$ cat src/rtl/seq_divider_pkg.sv
// Shared CPU divider package.
//   DIV_WIDTH    : native operand width of the datapath
//   div_state_t  : divider sequencer states
//   DBZ_QUOTIENT : quotient returned on a divide by zero (all ones)
//   HI / LO      : result-half indices, also used by the Z/HI/LO registers
//                  (HI = remainder / upper half, LO = quotient / lower half)
package seq_divider_pkg;

   localparam int DIV_WIDTH = 32;

   typedef enum logic [1:0] {
      IDLE = 2'd0,
      PREP = 2'd1,
      ITER = 2'd2,
      FIX  = 2'd3
   } div_state_t;

   localparam logic [DIV_WIDTH-1:0] DBZ_QUOTIENT = '1;

   localparam int HI = 1;
   localparam int LO = 0;

endpackage

$ cat src/rtl/seq_divider_div_step.sv
// div_step: one combinational restoring-division iteration.
//   rem    : partial remainder (always < dvs on entry)
//   quo    : shifting dividend/quotient register; MSB feeds the remainder
//   dvs    : divisor magnitude
//   rem_nx : partial remainder after this step
//   quo_nx : quo shifted left with the new quotient bit in the LSB
module div_step #(
   parameter int WIDTH = 32
) (
   input  logic [WIDTH-1:0] rem,
   input  logic [WIDTH-1:0] quo,
   input  logic [WIDTH-1:0] dvs,
   output logic [WIDTH-1:0] rem_nx,
   output logic [WIDTH-1:0] quo_nx
);

   logic [WIDTH:0] trial;

   // rem < dvs keeps {rem, bit} below 2*dvs, so bit WIDTH of the
   // difference is a clean borrow flag and a non-negative result fits
   // in WIDTH bits.
   assign trial = {rem, quo[WIDTH-1]} - {1'b0, dvs};

   always_comb begin
      rem_nx = {rem[WIDTH-2:0], quo[WIDTH-1]};
      quo_nx = {quo[WIDTH-2:0], 1'b0};
      if (!trial[WIDTH]) begin
         rem_nx = trial[WIDTH-1:0];
         quo_nx = {quo[WIDTH-2:0], 1'b1};
      end
   end

endmodule

$ cat src/rtl/seq_divider.sv
// seq_divider: iterative restoring divider feeding the Z register.
//   clk         : clock, rising edge
//   clr         : synchronous active-high reset, overrides everything
//   start       : divide request, honoured only in IDLE
//   signed_op   : 1 = two's-complement divide, 0 = unsigned
//   dividend    : numerator, captured with start
//   divisor     : denominator, captured with start
//   busy        : operation in progress
//   done        : one-cycle completion pulse
//   div_by_zero : divisor was zero; valid from done until next start
//   result      : {remainder, quotient}, held until the next done
module seq_divider
   import seq_divider_pkg::*;
#(
   parameter int WIDTH = DIV_WIDTH
) (
   input  logic               clk,
   input  logic               clr,
   input  logic               start,
   input  logic               signed_op,
   input  logic [WIDTH-1:0]   dividend,
   input  logic [WIDTH-1:0]   divisor,
   output logic               busy,
   output logic               done,
   output logic               div_by_zero,
   output logic [2*WIDTH-1:0] result
);

   localparam int CW = $clog2(WIDTH);

   // Extend the shared all-ones pattern to WIDTH bits.
   localparam logic [WIDTH-1:0] DBZ_Q =
      WIDTH'({((WIDTH + DIV_WIDTH - 1) / DIV_WIDTH){DBZ_QUOTIENT}});

   div_state_t state, state_n;

   logic [WIDTH-1:0]        dvd_raw, dvs_raw;
   logic                    sgn;
   logic [WIDTH-1:0]        dvs_mag, rem_acc, quo_sh;
   logic [WIDTH-1:0]        rem_nx, quo_nx;
   logic [CW-1:0]           count;
   logic                    q_neg, r_neg, dbz_pend;
   logic [1:0][WIDTH-1:0]   res_q, res_d;

   logic                    a_neg, b_neg;
   logic [WIDTH-1:0]        dvd_mag, dvs_mag_d, quo_fix, rem_fix;

   // ---------------- state register / next state ----------------
   always_ff @(posedge clk) begin
      if (clr) state <= IDLE;
      else     state <= state_n;
   end

   always_comb begin
      state_n = state;
      case (state)
         IDLE:    if (start) state_n = PREP;
         PREP:    state_n = (dvs_raw == '0) ? FIX : ITER;
         ITER:    if (count == CW'(WIDTH - 1)) state_n = FIX;
         FIX:     state_n = IDLE;
         default: state_n = IDLE;
      endcase
   end

   // ---------------- operand conditioning ----------------
   assign a_neg     = sgn & dvd_raw[WIDTH-1];
   assign b_neg     = sgn & dvs_raw[WIDTH-1];
   assign dvd_mag   = a_neg ? -dvd_raw : dvd_raw;
   assign dvs_mag_d = b_neg ? -dvs_raw : dvs_raw;

   div_step #(.WIDTH(WIDTH)) u_step (
      .rem    (rem_acc),
      .quo    (quo_sh),
      .dvs    (dvs_mag),
      .rem_nx (rem_nx),
      .quo_nx (quo_nx)
   );

   // Sign fix-up: quotient truncates toward zero, remainder follows the
   // dividend. The most-negative / -1 case wraps to itself naturally.
   assign quo_fix = q_neg ? -quo_sh  : quo_sh;
   assign rem_fix = r_neg ? -rem_acc : rem_acc;

   always_comb begin
      res_d[HI] = dbz_pend ? dvd_raw : rem_fix;
      res_d[LO] = dbz_pend ? DBZ_Q   : quo_fix;
   end

   // ---------------- datapath ----------------
   always_ff @(posedge clk) begin
      if (clr) begin
         dvd_raw     <= '0;
         dvs_raw     <= '0;
         sgn         <= 1'b0;
         dvs_mag     <= '0;
         rem_acc     <= '0;
         quo_sh      <= '0;
         count       <= '0;
         q_neg       <= 1'b0;
         r_neg       <= 1'b0;
         dbz_pend    <= 1'b0;
         div_by_zero <= 1'b0;
         done        <= 1'b0;
         res_q       <= '0;
      end else begin
         done <= (state == FIX);
         case (state)
            IDLE: begin
               if (start) begin
                  dvd_raw     <= dividend;
                  dvs_raw     <= divisor;
                  sgn         <= signed_op;
                  div_by_zero <= 1'b0;
                  dbz_pend    <= 1'b0;
               end
            end
            PREP: begin
               dvs_mag  <= dvs_mag_d;
               rem_acc  <= '0;
               quo_sh   <= dvd_mag;
               count    <= '0;
               q_neg    <= a_neg ^ b_neg;
               r_neg    <= a_neg;
               dbz_pend <= (dvs_raw == '0);
            end
            ITER: begin
               rem_acc <= rem_nx;
               quo_sh  <= quo_nx;
               count   <= count + 1'b1;
            end
            FIX: begin
               res_q       <= res_d;
               div_by_zero <= dbz_pend;
            end
            default: ;
         endcase
      end
   end

   assign busy   = (state != IDLE);
   assign result = res_q;

endmodule

$ cat config.mk
export PLATFORM = sky130hd
export DESIGN_NAME = seq_divider
export DESIGN_NICKNAME = d
export VERILOG_FILES = /design/src/rtl/seq_divider_pkg.sv /design/src/rtl/seq_divider_div_step.sv /design/src/rtl/seq_divider.sv
export SDC_FILE = /design/constraint.sdc
export NUM_CORES = 1
export LEC_CHECK = 0
export ABC_AREA = 0
export CORE_MARGIN = 2
export CORE_UTILIZATION = 49
export CTS_BUF_LIST = sky130_fd_sc_hd__clkbuf_8
export DETAILED_ROUTE_END_ITERATION = 7
export DONT_BUFFER_PORTS = 1
export GPL_ROUTABILITY_DRIVEN = 0
export SLEW_MARGIN = 20
export SYNTH_ARGS = -nofsm -noshare
export SYNTH_HDL_FRONTEND = slang
export SYNTH_HIERARCHICAL = 1
export SYNTH_SLANG_ARGS = --single-unit
$ cat constraint.sdc
create_clock -name clk -period 3.7 [get_ports clk]
set_input_delay 0.74 -clock clk [delete_from_list [all_inputs] [get_ports clk]]
set_output_delay 0.74 -clock clk [all_outputs]
set_load 0.05 [all_outputs]
# Word-level counts from Yosys, hierarchy flattened
# Index checks and enable logic that the tools add are counted.
# op_classes
n_addsub	6
n_eq_ne	6
mux	18
bitwise_logic	3
n_reduce_logical	10
# op_table
operator	count
$mux 32	7
$neg 32->32	4
$pmux 32 s2	2
$sub 33x32->33	1
$logic_not 32->1	1
$pmux 5 s2	1
$pmux 2 s4	1
$reduce_and 2->1	4
$reduce_bool 2->1	4
$add 5x1->5 const B	1
$eq 5x5->1 const B	1
$eq 2x2->1 const B	2
$mux 2	2
$ne 2x2->1 const B	2
$pmux 1 s2	2
$mux 1	3
$and 1x1->1	2
$eq 2x1->1 const B	1
$logic_not 2->1	1
$xor 1x1->1	1
# totals
regBits	237
in_bits	68
output_inout_bits	67
word_cells	58

# Logic depth before layout (Yosys ltp)
# Gate-level depths: netlist of run 1.
# logic_depth
word_depth	3
depth_mapped	16

# By module
# The synthesis of run 1 kept the hierarchy.
# modules_own_cells
module	instances	cells_each	area_each_um2
seq_divider	1	1429	11579.9
div_step	1	342	2488.6

# Worst setup path before layout of run 1
# Ideal clock, no wire load.
# synth_timing
path_kind	reg2reg
from	register quo_sh[31]
to	register rem_acc[5]
setup_time_ns	0.128
arrival_ns	3.085
t_required_ns	3.572
setup_slack_ns	0.488
stages_incl_launch_ff	17
n_path_buf	1
cell_sequence	dfxtp_1 inv_1 ha_1 fa_1 and2b_1 o2111ai_1 a21oi_2 o2111ai_1 a211oi_2 nor2_2 mux2i_1 and2_4 inv_2 buf_6 mux2_4 a22oi_1 nor2_1
# synth_via
elab_chain_cells	3
# synth_lines
element	line	text
start: declaration	seq_divider.sv:39	logic [WIDTH-1:0] dvs_mag, rem_acc, quo_sh;
start signal: assignment	seq_divider.sv:120	quo_sh <= dvd_mag;
start signal: assignment	seq_divider.sv:128	quo_sh <= quo_nx;
$sub 33x32->33	seq_divider_div_step.sv:22	assign trial = {rem, quo[WIDTH-1]} - {1'b0, dvs};
$mux 32	seq_divider_div_step.sv:27	if (!trial[WIDTH]) begin
net rem_nx[5]	seq_divider.sv:40	logic [WIDTH-1:0] rem_nx, quo_nx;
$pmux 32 s2	seq_divider.sv:107	case (state)
end signal: assignment	seq_divider.sv:127	rem_acc <= rem_nx;
end: declaration	seq_divider.sv:39	
# The timed path passes the listed nets, and every way through them passes these cells.
# A chain may end at the register's enable or synchronous reset.

# Final worst setup path of run 1
# layout_timing
from	register quo_sh[31]
to	register rem_acc[16]
# Same word-level chain as after synthesis.

==> flow_summary.yaml, run 1 <==
status:
  status: "complete, no violations"
worst_setup_path:
  crit_path_start_kind: "register"
  worst_ep_arrival_time_ps: 3860
  cp_common_cell: "sky130_fd_sc_hd__o2111ai_1"
  required_ps: 4140
  worst_path_largest_cell_delay_ps: 410
  critical-path-slowest-cell: "sky130_fd_sc_hd__fa_1"
  cp_max_fo: 9
  timing.setup.critical_path_class: "reg2reg"
  r2r_start: "quo_sh[31]"
  worst_path_dominant_cell_family: "compound AO/OA/AOI/OAI gates"
  crit_path_start: "quo_sh[31]"
  setup.worst_path.end_class: "register"
  crit_chain: "inv_1, ha_1, fa_1, and2b_1, o2111ai_1, a21oi_2, o2111ai_1, a211oi_2, nor2_2, mux2i_1, and2_4, inv_4, buf_12, mux2_4, a22oi_1, nor2_1"
  crit_buf_inv: 3
floorplanning:
  core_area_um2: 28500
  dieHeight_um: 173
  floorplan.die.width_um: 173
  floorplan.die_area_um2: 30100
  num_io_pins: 135
  num_rows: 62
  floorplan.initialDensity_pct: 49.4
global_routing:
  first_global_vias: 11800
  globalRouteTotalUtil_pct: 27.4
  grt_antenna_before_repair: 0
  residual_overflow_from_global_routing: 0
  grt_pass1_wl_um: 66500
  grt_start_max_net_pins: 220
sta:
  slew_violations: 0
  worst_hold_margin_ps: 249
  tns_ps: 0
  min_period_ps: 3430
  tightest_slew_ps: 1090
  final.setup_skew_ps: 31.4
  max-slew-margin-rel_pct: 27.4
  number_of_setup_violations_in_the_final_report: 0
  fin_crit_sh_pct: 92.6
  report.final.hold_viol_count: 0
  clock.fmax_ghz: 0.292
  grt_setup_unrepaired: "no"
min_path:
  holdCritPathClass: "in2reg"
  worstHoldStart: "clr"
drt:
  post_drt_wl_per_cell_um: 19.8
  detailroute.via_count: 13000
  postRouteAntennaNets: 0
  detailedRoute.firstPassIterationCount: 5
  postRouteWirelength_um: 42100
  via_per_inst: 6.09
  detail_route.drc_violations: 0
  first_iter_violations: 1090
clocking:
  insertion_delay_ps: 570
  count_of_hold_buffers_inserted_by_post_cts_repair: 0
  cts.clk_slew.worst_paths_ps: 70
  htree_levels: 2
  clkSinkCount: 237
  cts_inserted_buffers: 43
  clock_tree_from_tritoncts: "built"
  clk_path_buf_depth: 3
  root_buffer: "sky130_fd_sc_hd__clkbuf_8"
run:
  max_cap_violations: 0
yosys:
  netlist_instances: 1771
  yosysSeqAreaShare_pct: 33.7
  post_synth_instance_area_um2: 14100
  yosys_register_bits: 237
  ys_warn_count: 6
  synth-edff-count: 0
  synth-async-reset-ratio_pct: 0
  yosys.cell_types.count: 89
  synthFlopType: "sky130_fd_sc_hd__dfxtp_1"
  syn-mean-instance-area_um2: 7.94
  syn-num-nets: 1882
layout:
  layout-drive-gt1-share_pct: 9.56
  num-nets-final: 1824
  antenna_cells: 0
  area_delta_synth_final_pct: 7.84
pwr:
  static-leakage-power_nw: 5.73
  irDropWorstVdd_mv: 0.436
  cellPowerDensity_nw_per_um2: 801
place:
  portbufs: 0
  detailedPlacementHpwl_um: 30300
## placed cells by master, fill, tap and decap left out, types with 41 or more instances in the layout
master and instances:
sky130_fd_sc_hd__clkbuf_8 60, sky130_fd_sc_hd__ha_1 41, sky130_fd_sc_hd__o21ai_0 78, sky130_fd_sc_hd__xnor2_1 48, sky130_fd_sc_hd__a22oi_1 56, sky130_fd_sc_hd__nor2_1 152
sky130_fd_sc_hd__inv_1 75, sky130_fd_sc_hd__a21oi_1 132, sky130_fd_sc_hd__nand2_1 214, sky130_fd_sc_hd__a211oi_1 47, sky130_fd_sc_hd__buf_4 46, sky130_fd_sc_hd__xor2_1 75
sky130_fd_sc_hd__dfxtp_1 237
## worst paths after layout
check	to	slack, ps	depth (start not counted)
worst min-delay path	dvs_raw[3]	250	1
worst max-delay path	rem_acc[16]	270	16
worst max register to register	rem_acc[16]	270	16
worst min register to register	dvs_mag[28]	450	2
## cell type report
class | count | area (µm²)
Tap cell | 384 | 480
Clock inverter | 19 | 86.3
Timing Repair Buffer | 49 | 405
Fill cell | 2751 | 13300
Multi-Input combinational cell | 1315 | 8380
Sequential cell | 237 | 4740
Inverter | 67 | 254
Clock buffer | 60 | 826
## kinds of logic (layout without fill, tap and decap cells)
| family | count (synthesis) | after routing | share of synthesized area [%] |
|---|---|---|---|
| AO/OA/AOI/OAI | 518 | 518 | 24.2 |
| XOR/XNOR | 123 | 123 | 7.66 |
| adder cells (fa/ha/maj) | 43 | 43 | 3.88 |
| buffers and inverters | 219 | 195 | 6.83 |
| flip-flops | 237 | 237 | 33.7 |
| multiplexers | 46 | 46 | 3.98 |
| AND/OR/NAND/NOR | 585 | 585 | 19.8 |
## state kept, by name (all words and copies together), names as in the netlist, 2 cells and up
signal / flops
quo_sh: 32
result: 64
dvs_raw: 32
state: 2
dvs_mag: 32
count: 5
rem_acc: 32
dvd_raw: 32
## layer usage
layer | GRT usage, % | vias to the layer above | wire length, µm
met5 | 0 | - | 0
met1 | 40.5 | 6141 | 20400
met2 | 39.1 | 500 | 17000
met4 | 7.27 | 0 | 886
li1 | - | 6258 | -
met3 | 7.13 | 75 | 3910
## Yosys cell counts, drive strengths merged, types with 5 or more instances
cell type,instances,area [µm²]
a21o,20,150
mux2i,24,240
clkbuf,96,360
buf,56,349
a21boi,5,37.5
a21oi,133,669
or4,14,113
nor3b,10,75.1
o21a,6,45.0
or2,10,62.6
a22oi,56,420
a221oi,7,61.3
or3,13,82.6
o22ai,25,156
nand2b,12,75.1
and2,10,65.1
nand3,35,175
xor2,75,657
a2111oi,5,45.0
o41ai,21,184
o211ai,11,82.6
inv,65,244
nand4,20,125
a41oi,5,43.8
nor4,24,169
o31ai,26,195
xnor2,48,420
nor3,21,110
nor2b,13,81.3
and3,12,75.1
o21ai,90,450
nand2,216,813
nor2,155,584
nand3b,5,37.5
a31oi,18,113
a211oi,48,365
mux2,22,319
dfxtp,237,4740
ha,42,526
## report_power, final
group / internal, W / leakage, nW / switching, W
Sequential: 0.00294 / 1.92 / 0.000778
Clock: 0.00144 / 0.525 / 0.00113
Combinational: 0.00241 / 3.28 / 0.00345
## metrics by stage
step	power, W	instance area (µm²)	cells	worst slack, ps	util [%]
2_1_floorplan	0.00805	14100	1771	488	-
3_3_place_gp	0.00941	14200	2051	378	50.0
3_5_place_dp	0.00948	14200	2051	274	50.0
4_1_cts	0.0121	15200	2130	243	53.2
5_1_grt	0.0129	15200	2131	14.6	53.3
6_report	0.0122	15200	2131	273	53.3
## timing repair
action,in CTS,in global routing
setup buffers,0,1
endpoints found under the setup margin,0,18
resized for setup,0,1
No activity file was read; power rests on OpenSTA's default activity.
==> inputs of run 2 (changes only) <==
--- a/config.mk
+++ b/config.mk
@@ -12,7 +12,6 @@
 export DETAILED_ROUTE_END_ITERATION = 7
 export DONT_BUFFER_PORTS = 1
 export GPL_ROUTABILITY_DRIVEN = 0
-export SLEW_MARGIN = 20
 export SYNTH_ARGS = -nofsm -noshare
 export SYNTH_HDL_FRONTEND = slang
 export SYNTH_HIERARCHICAL = 1
==> flow_summary.yaml, run 2 (same netlist as run 1, synthesis figures left out) <==
worst_setup_path:
  worst_ep_arrival_time_ps: 3870
  r2r_slack_ps: 270
  cp_max_fo: 9
  r2r-end: "rem_acc[16]"
  reg2reg_depth: 16
  r2r_start: "quo_sh[31]"
  setup.worst_path.end_class: "register"
  timing.setup.critical_path_class: "reg2reg"
  required_ps: 4140
  crit_end: "rem_acc[16]"
  crit_path_start: "quo_sh[31]"
  crit_path_start_kind: "register"
global_routing:
  grt_antenna_before_repair: 0
  grt_pass1_wl_um: 66500
  grt_start_max_net_pins: 220
  globalRouteTotalUtil_pct: 27.4
  residual_overflow_from_global_routing: 0
  first_global_vias: 11800
clocking:
  cts_inserted_buffers: 43
  cts.clk_slew.worst_paths_ps: 70
  htree_levels: 2
  root_buffer: "sky130_fd_sc_hd__clkbuf_8"
  clk_path_buf_depth: 3
  clkSinkCount: 237
  insertion_delay_ps: 570
  clock_tree_from_tritoncts: "built"
pwr:
  switching_power_w: 0.00535
  static-leakage-power_nw: 5.73
  cellPowerDensity_nw_per_um2: 801
  power.share.combinational_pct: 48.2
  irDropWorstVdd_mv: 0.434
  power.switching_fraction_pct: 44.1
  sequential_fraction_of_design_power_pct: 30.6
  share_clk_of_total_power_pct: 21.2
  internal-power_w: 0.00679
layout:
  layout-drive-gt1-share_pct: 9.50
  area_delta_synth_final_pct: 7.82
  antenna_cells: 0
  largest_reg_flops: 64
  final-instance-count-excl-fill: 2131
  layout.cells.most_common_list: "sky130_fd_sc_hd__dfxtp_1 (237), sky130_fd_sc_hd__nand2_1 (214), sky130_fd_sc_hd__nor2_1 (153), sky130_fd_sc_hd__a21oi_1 (132), sky130_fd_sc_hd__o21ai_0 (78)"
  mostFrequentLayoutCell: "sky130_fd_sc_hd__dfxtp_1"
  num-nets-final: 1824
  fin_area_um2: 15200
floorplanning:
  num_rows: 62
  core_area_um2: 28500
  floorplan.die_area_um2: 30100
  num_io_pins: 135
  dieHeight_um: 173
  floorplan.die.width_um: 173
  floorplan.initialDensity_pct: 49.4
drt:
  detailedRoute.firstPassIterationCount: 5
  post_drt_wl_per_cell_um: 19.7
  via_per_inst: 6.07
  detailroute.via_count: 12900
  first_iter_violations: 1088
  detail_route.drc_violations: 0
  postRouteWirelength_um: 42100
  postRouteAntennaNets: 0
place:
  place.detailed.instances: 2051
  placed_cell_area_um2: 14200
  detailedPlacementHpwl_um: 30300
  portbufs: 0
sta:
  max-slew-margin-rel_pct: 26.1
  fin_crit_sh_pct: 92.7
  tns_ps: 0
  grt_setup_unrepaired: "no"
  tightest_slew_ps: 1100
  min_period_ps: 3430
  clock.fmax_ghz: 0.292
  number_of_setup_violations_in_the_final_report: 0
  slew_violations: 0
  report.final.hold_viol_count: 0
  final.setup_skew_ps: 27.9
run:
  max_cap_violations: 0
status:
  status: "complete, no violations"
min_path:
  holdCritPathClass: "in2reg"
## run 2: layer usage
| metal | vias to the layer above | global-route usage (%) | share of wire [%] |
|---|---|---|---|
| met5 | - | 0 | 0 |
| met4 | 0 | 7.27 | 2.0 |
| met3 | 68 | 7.13 | 9.2 |
| met2 | 488 | 39.1 | 40 |
| met1 | 6124 | 40.5 | 48 |
| li1 | 6260 | - | - |
## run 2: layout make-up
type / count / area (µm²)
clock buffers: 60 / 826
clock inverters: 19 / 86.3
fillers: 2752 / 13300
inverters: 67 / 254
multi-input cells: 1315 / 8370
flip-flops and latches: 237 / 4740
well taps: 384 / 480
repair buffers: 49 / 405
## run 2: worst max-delay path, stage by stage (launching register included)
cell and delay, ps:
sky130_fd_sc_hd__dfxtp_1 340, sky130_fd_sc_hd__inv_1 50, sky130_fd_sc_hd__ha_1 220, sky130_fd_sc_hd__fa_1 410
sky130_fd_sc_hd__and2b_1 240, sky130_fd_sc_hd__o2111ai_1 150, sky130_fd_sc_hd__a21oi_2 220, sky130_fd_sc_hd__o2111ai_1 190
sky130_fd_sc_hd__a211oi_2 270, sky130_fd_sc_hd__nor2_2 80, sky130_fd_sc_hd__mux2i_1 200, sky130_fd_sc_hd__and2_4 190
sky130_fd_sc_hd__inv_4 70, sky130_fd_sc_hd__buf_12 150, sky130_fd_sc_hd__mux2_4 290, sky130_fd_sc_hd__a22oi_1 160
sky130_fd_sc_hd__nor2_1 60
## run 2: how the worst min path moves through the flow
stage	from	endpoint	slack, ps	cells past startpoint
final	clr	dvd_raw[0]	250	1
after global routing	clr	dvd_raw[0]	210	1
after CTS	clr	dvs_raw[3]	230	1
after detailed placement	dvs_mag[28]	dvs_mag[28]	440	2
after global placement	dvs_mag[22]	dvs_mag[22]	440	2
after floorplan	dvs_mag[13]	dvs_mag[13]	430	2
## run 2: through the flow
stage          hold WS [ps]  worst slack [ps]  total power, W  util (%)
2_1_floorplan           425               488         0.00805         -
3_3_place_gp            436               378         0.00941      50.0
3_5_place_dp            443               274         0.00948      50.0
4_1_cts                 229               243          0.0121      53.2
5_1_grt                 214              14.6          0.0129      53.3
6_report                246               270          0.0121      53.3
## run 2: timing repair
action                                  in CTS  in global routing
resized for setup                            0                  1
hold buffers                                 0                  0
setup buffers                                0                  1
endpoints found under the setup margin       0                 18
## run 2: power by group through the flow
| stage | Clock [W] | Combinational [W] | Sequential, W |
|---|---|---|---|
| after floorplan | 0 | 0.00451 | 0.00354 |
| after global placement | 0 | 0.00567 | 0.00374 |
| after detailed placement | 0 | 0.00573 | 0.00375 |
| after CTS | 0.00263 | 0.00575 | 0.00370 |
| after global routing | 0.00275 | 0.00639 | 0.00377 |
| final | 0.00257 | 0.00585 | 0.00371 |
==> inputs of run 3 (changes only) <==
--- a/config.mk
+++ b/config.mk
@@ -6,12 +6,16 @@
 export NUM_CORES = 1
 export LEC_CHECK = 0
 export ABC_AREA = 0
+export CELL_PAD_IN_SITES_DETAIL_PLACEMENT = 0
+export CELL_PAD_IN_SITES_GLOBAL_PLACEMENT = 1
 export CORE_MARGIN = 2
 export CORE_UTILIZATION = 49
 export CTS_BUF_LIST = sky130_fd_sc_hd__clkbuf_8
 export DETAILED_ROUTE_END_ITERATION = 7
 export DONT_BUFFER_PORTS = 1
-export GPL_ROUTABILITY_DRIVEN = 0
+export GPL_ROUTABILITY_DRIVEN = 1
+export PLACE_DENSITY_LB_ADDON = 0.1
+export SKIP_LAST_GASP = 1
 export SYNTH_ARGS = -nofsm -noshare
 export SYNTH_HDL_FRONTEND = slang
 export SYNTH_HIERARCHICAL = 1
==> flow_summary.yaml, run 3 (same netlist as run 1, synthesis figures left out) <==
layout:
  layout.cells.most_common_list: "sky130_fd_sc_hd__dfxtp_1 (237), sky130_fd_sc_hd__nand2_1 (214), sky130_fd_sc_hd__nor2_1 (153), sky130_fd_sc_hd__a21oi_1 (132), sky130_fd_sc_hd__o21ai_0 (78)"
  num-nets-final: 1824
  area_delta_synth_final_pct: 7.43
  final_core_utilization_pct: 53.1
  antenna_cells: 0
  layout-drive-gt1-share_pct: 9.14
  filler_cell_count: 2866
  largest_reg_flops: 64
  mostFrequentLayoutCell: "sky130_fd_sc_hd__dfxtp_1"
drt:
  detailroute.via_count: 12800
  first_iter_violations: 1319
  postRouteAntennaNets: 0
  detailedRoute.firstPassIterationCount: 6
  post_drt_wl_per_cell_um: 20.4
  detail_route.drc_violations: 0
  postRouteWirelength_um: 43300
  via_per_inst: 6.02
worst_setup_path:
  setup.worst_path.end_class: "register"
  crit_chain: "inv_1, ha_1, fa_1, and2b_1, o2111ai_1, a21oi_2, o2111ai_1, a211oi_2, nor2_2, mux2i_1, and2_4, inv_2, buf_4, mux2_4, a22oi_1, nor2_1"
  cp_max_fo: 7
  cp_common_cell: "sky130_fd_sc_hd__o2111ai_1"
  timing.setup.critical_path_class: "reg2reg"
  crit_path_start_kind: "register"
  reg2reg_depth: 16
  critical-path-slowest-cell: "sky130_fd_sc_hd__fa_1"
  worst_path_largest_cell_delay_ps: 390
  required_ps: 4130
  worst_ep_arrival_time_ps: 3820
pwr:
  irDropWorstVdd_mv: 0.485
  cellPowerDensity_nw_per_um2: 804
  static-leakage-power_nw: 5.70
global_routing:
  grt_start_max_net_pins: 220
  globalRouteTotalUtil_pct: 28.5
  first_global_vias: 12000
  grt_antenna_before_repair: 1
  grt_pass1_wl_um: 68700
  residual_overflow_from_global_routing: 0
place:
  final_replace_weighted_congestion: 0.878
  portbufs: 0
  preCtsSetupSlack_ps: 339
  detailedPlacementHpwl_um: 31200
clocking:
  insertion_delay_ps: 570
  cts_setup_buffers: 0
  cts_inserted_buffers: 43
  count_of_hold_buffers_inserted_by_post_cts_repair: 0
  clk_path_buf_depth: 3
  clock_tree_from_tritoncts: "built"
  ctsResizeCount: 0
  htree_levels: 2
  cts.clk_slew.worst_paths_ps: 60
  root_buffer: "sky130_fd_sc_hd__clkbuf_8"
  clkSinkCount: 237
sta:
  report.final.hold_viol_count: 0
  slew_violations: 0
  number_of_setup_violations_in_the_final_report: 0
  final.setup_skew_ps: 40.2
  min_period_ps: 3390
  max-slew-margin-rel_pct: 29.2
  fin_crit_sh_pct: 91.7
  clock.fmax_ghz: 0.295
  tightest_slew_ps: 1060
  tns_ps: 0
  grt_setup_unrepaired: "no"
  setup_ws_ps: 306
  worst_hold_margin_ps: 243
min_path:
  holdCritPathClass: "in2reg"
  hold_depth: 1
floorplanning:
  num_rows: 62
  floorplan.die.width_um: 173
  floorplan.initialDensity_pct: 49.4
  dieHeight_um: 173
  num_io_pins: 135
  floorplan.die_area_um2: 30100
  core_area_um2: 28500
run:
  max_cap_violations: 0
status:
  status: "complete, no violations"
run 3: changes by cell type in the layout (fill, tap and decap cells not counted), moves of 2 or more:
cell / delta
sky130_fd_sc_hd__buf_12: -2
sky130_fd_sc_hd__buf_4: +2
sky130_fd_sc_hd__bufinv_16: +3
sky130_fd_sc_hd__clkbuf_8: -8
sky130_fd_sc_hd__clkinv_2: -3
run 3: area by class of cell:
cell class	count	area [µm²]	area share, %
timing repair buffer	49	380	2.52
clock buffer	52	716	4.74
inverter	67	251	1.66
multi-input combinational	1315	8370	55.4
sequential	237	4740	31.4
clock inverter	20	169	1.12
tap	384	480	3.18
run 3: path summary, 6_finish.rpt:
check	from	end	slack, ps
worst max register to register	quo_sh[31]	rem_acc[23]	310
worst min-delay path	clr	dvd_raw[31]	240
worst max-delay path	quo_sh[31]	rem_acc[23]	310
worst min register to register	dvs_mag[27]	dvs_mag[27]	450
run 3: power by group:
part / leakage, nW / switching, W / internal, W
combinational: 3.27 / 0.00344 / 0.00238
clock: 0.498 / 0.00112 / 0.00148
sequential: 1.92 / 0.000810 / 0.00294
run 3: worst max-delay path, delay by kind of cell, from the launching register on:
| family | cells | cell delay [ps] |
|---|---|---|
| AND/OR/NAND/NOR | 4 | 560 |
| flip-flops | 1 | 330 |
| adder cells (fa/ha/maj) | 2 | 610 |
| AO/OA/AOI/OAI | 5 | 1030 |
| multiplexers | 2 | 490 |
| buffers and inverters | 3 | 280 |
run 3: per-layer routing:
metal	track usage [%]	part of all wire (%)	vias up
li1	-	-	6256
met1	42.4	49	5991
met2	39.0	39	469
met3	8.93	10	75
met4	7.98	2.4	2
met5	0	0.025	-
run 3: stage by stage:
step / cell area, µm² / std cells / power [W]
after floorplan: 14100 / 1771 / 0.00805
after global placement: 14200 / 2052 / 0.00945
after detailed placement: 14200 / 2052 / 0.00951
after CTS: 15100 / 2124 / 0.0121
after global routing: 15100 / 2124 / 0.0129
final: 15100 / 2124 / 0.0122
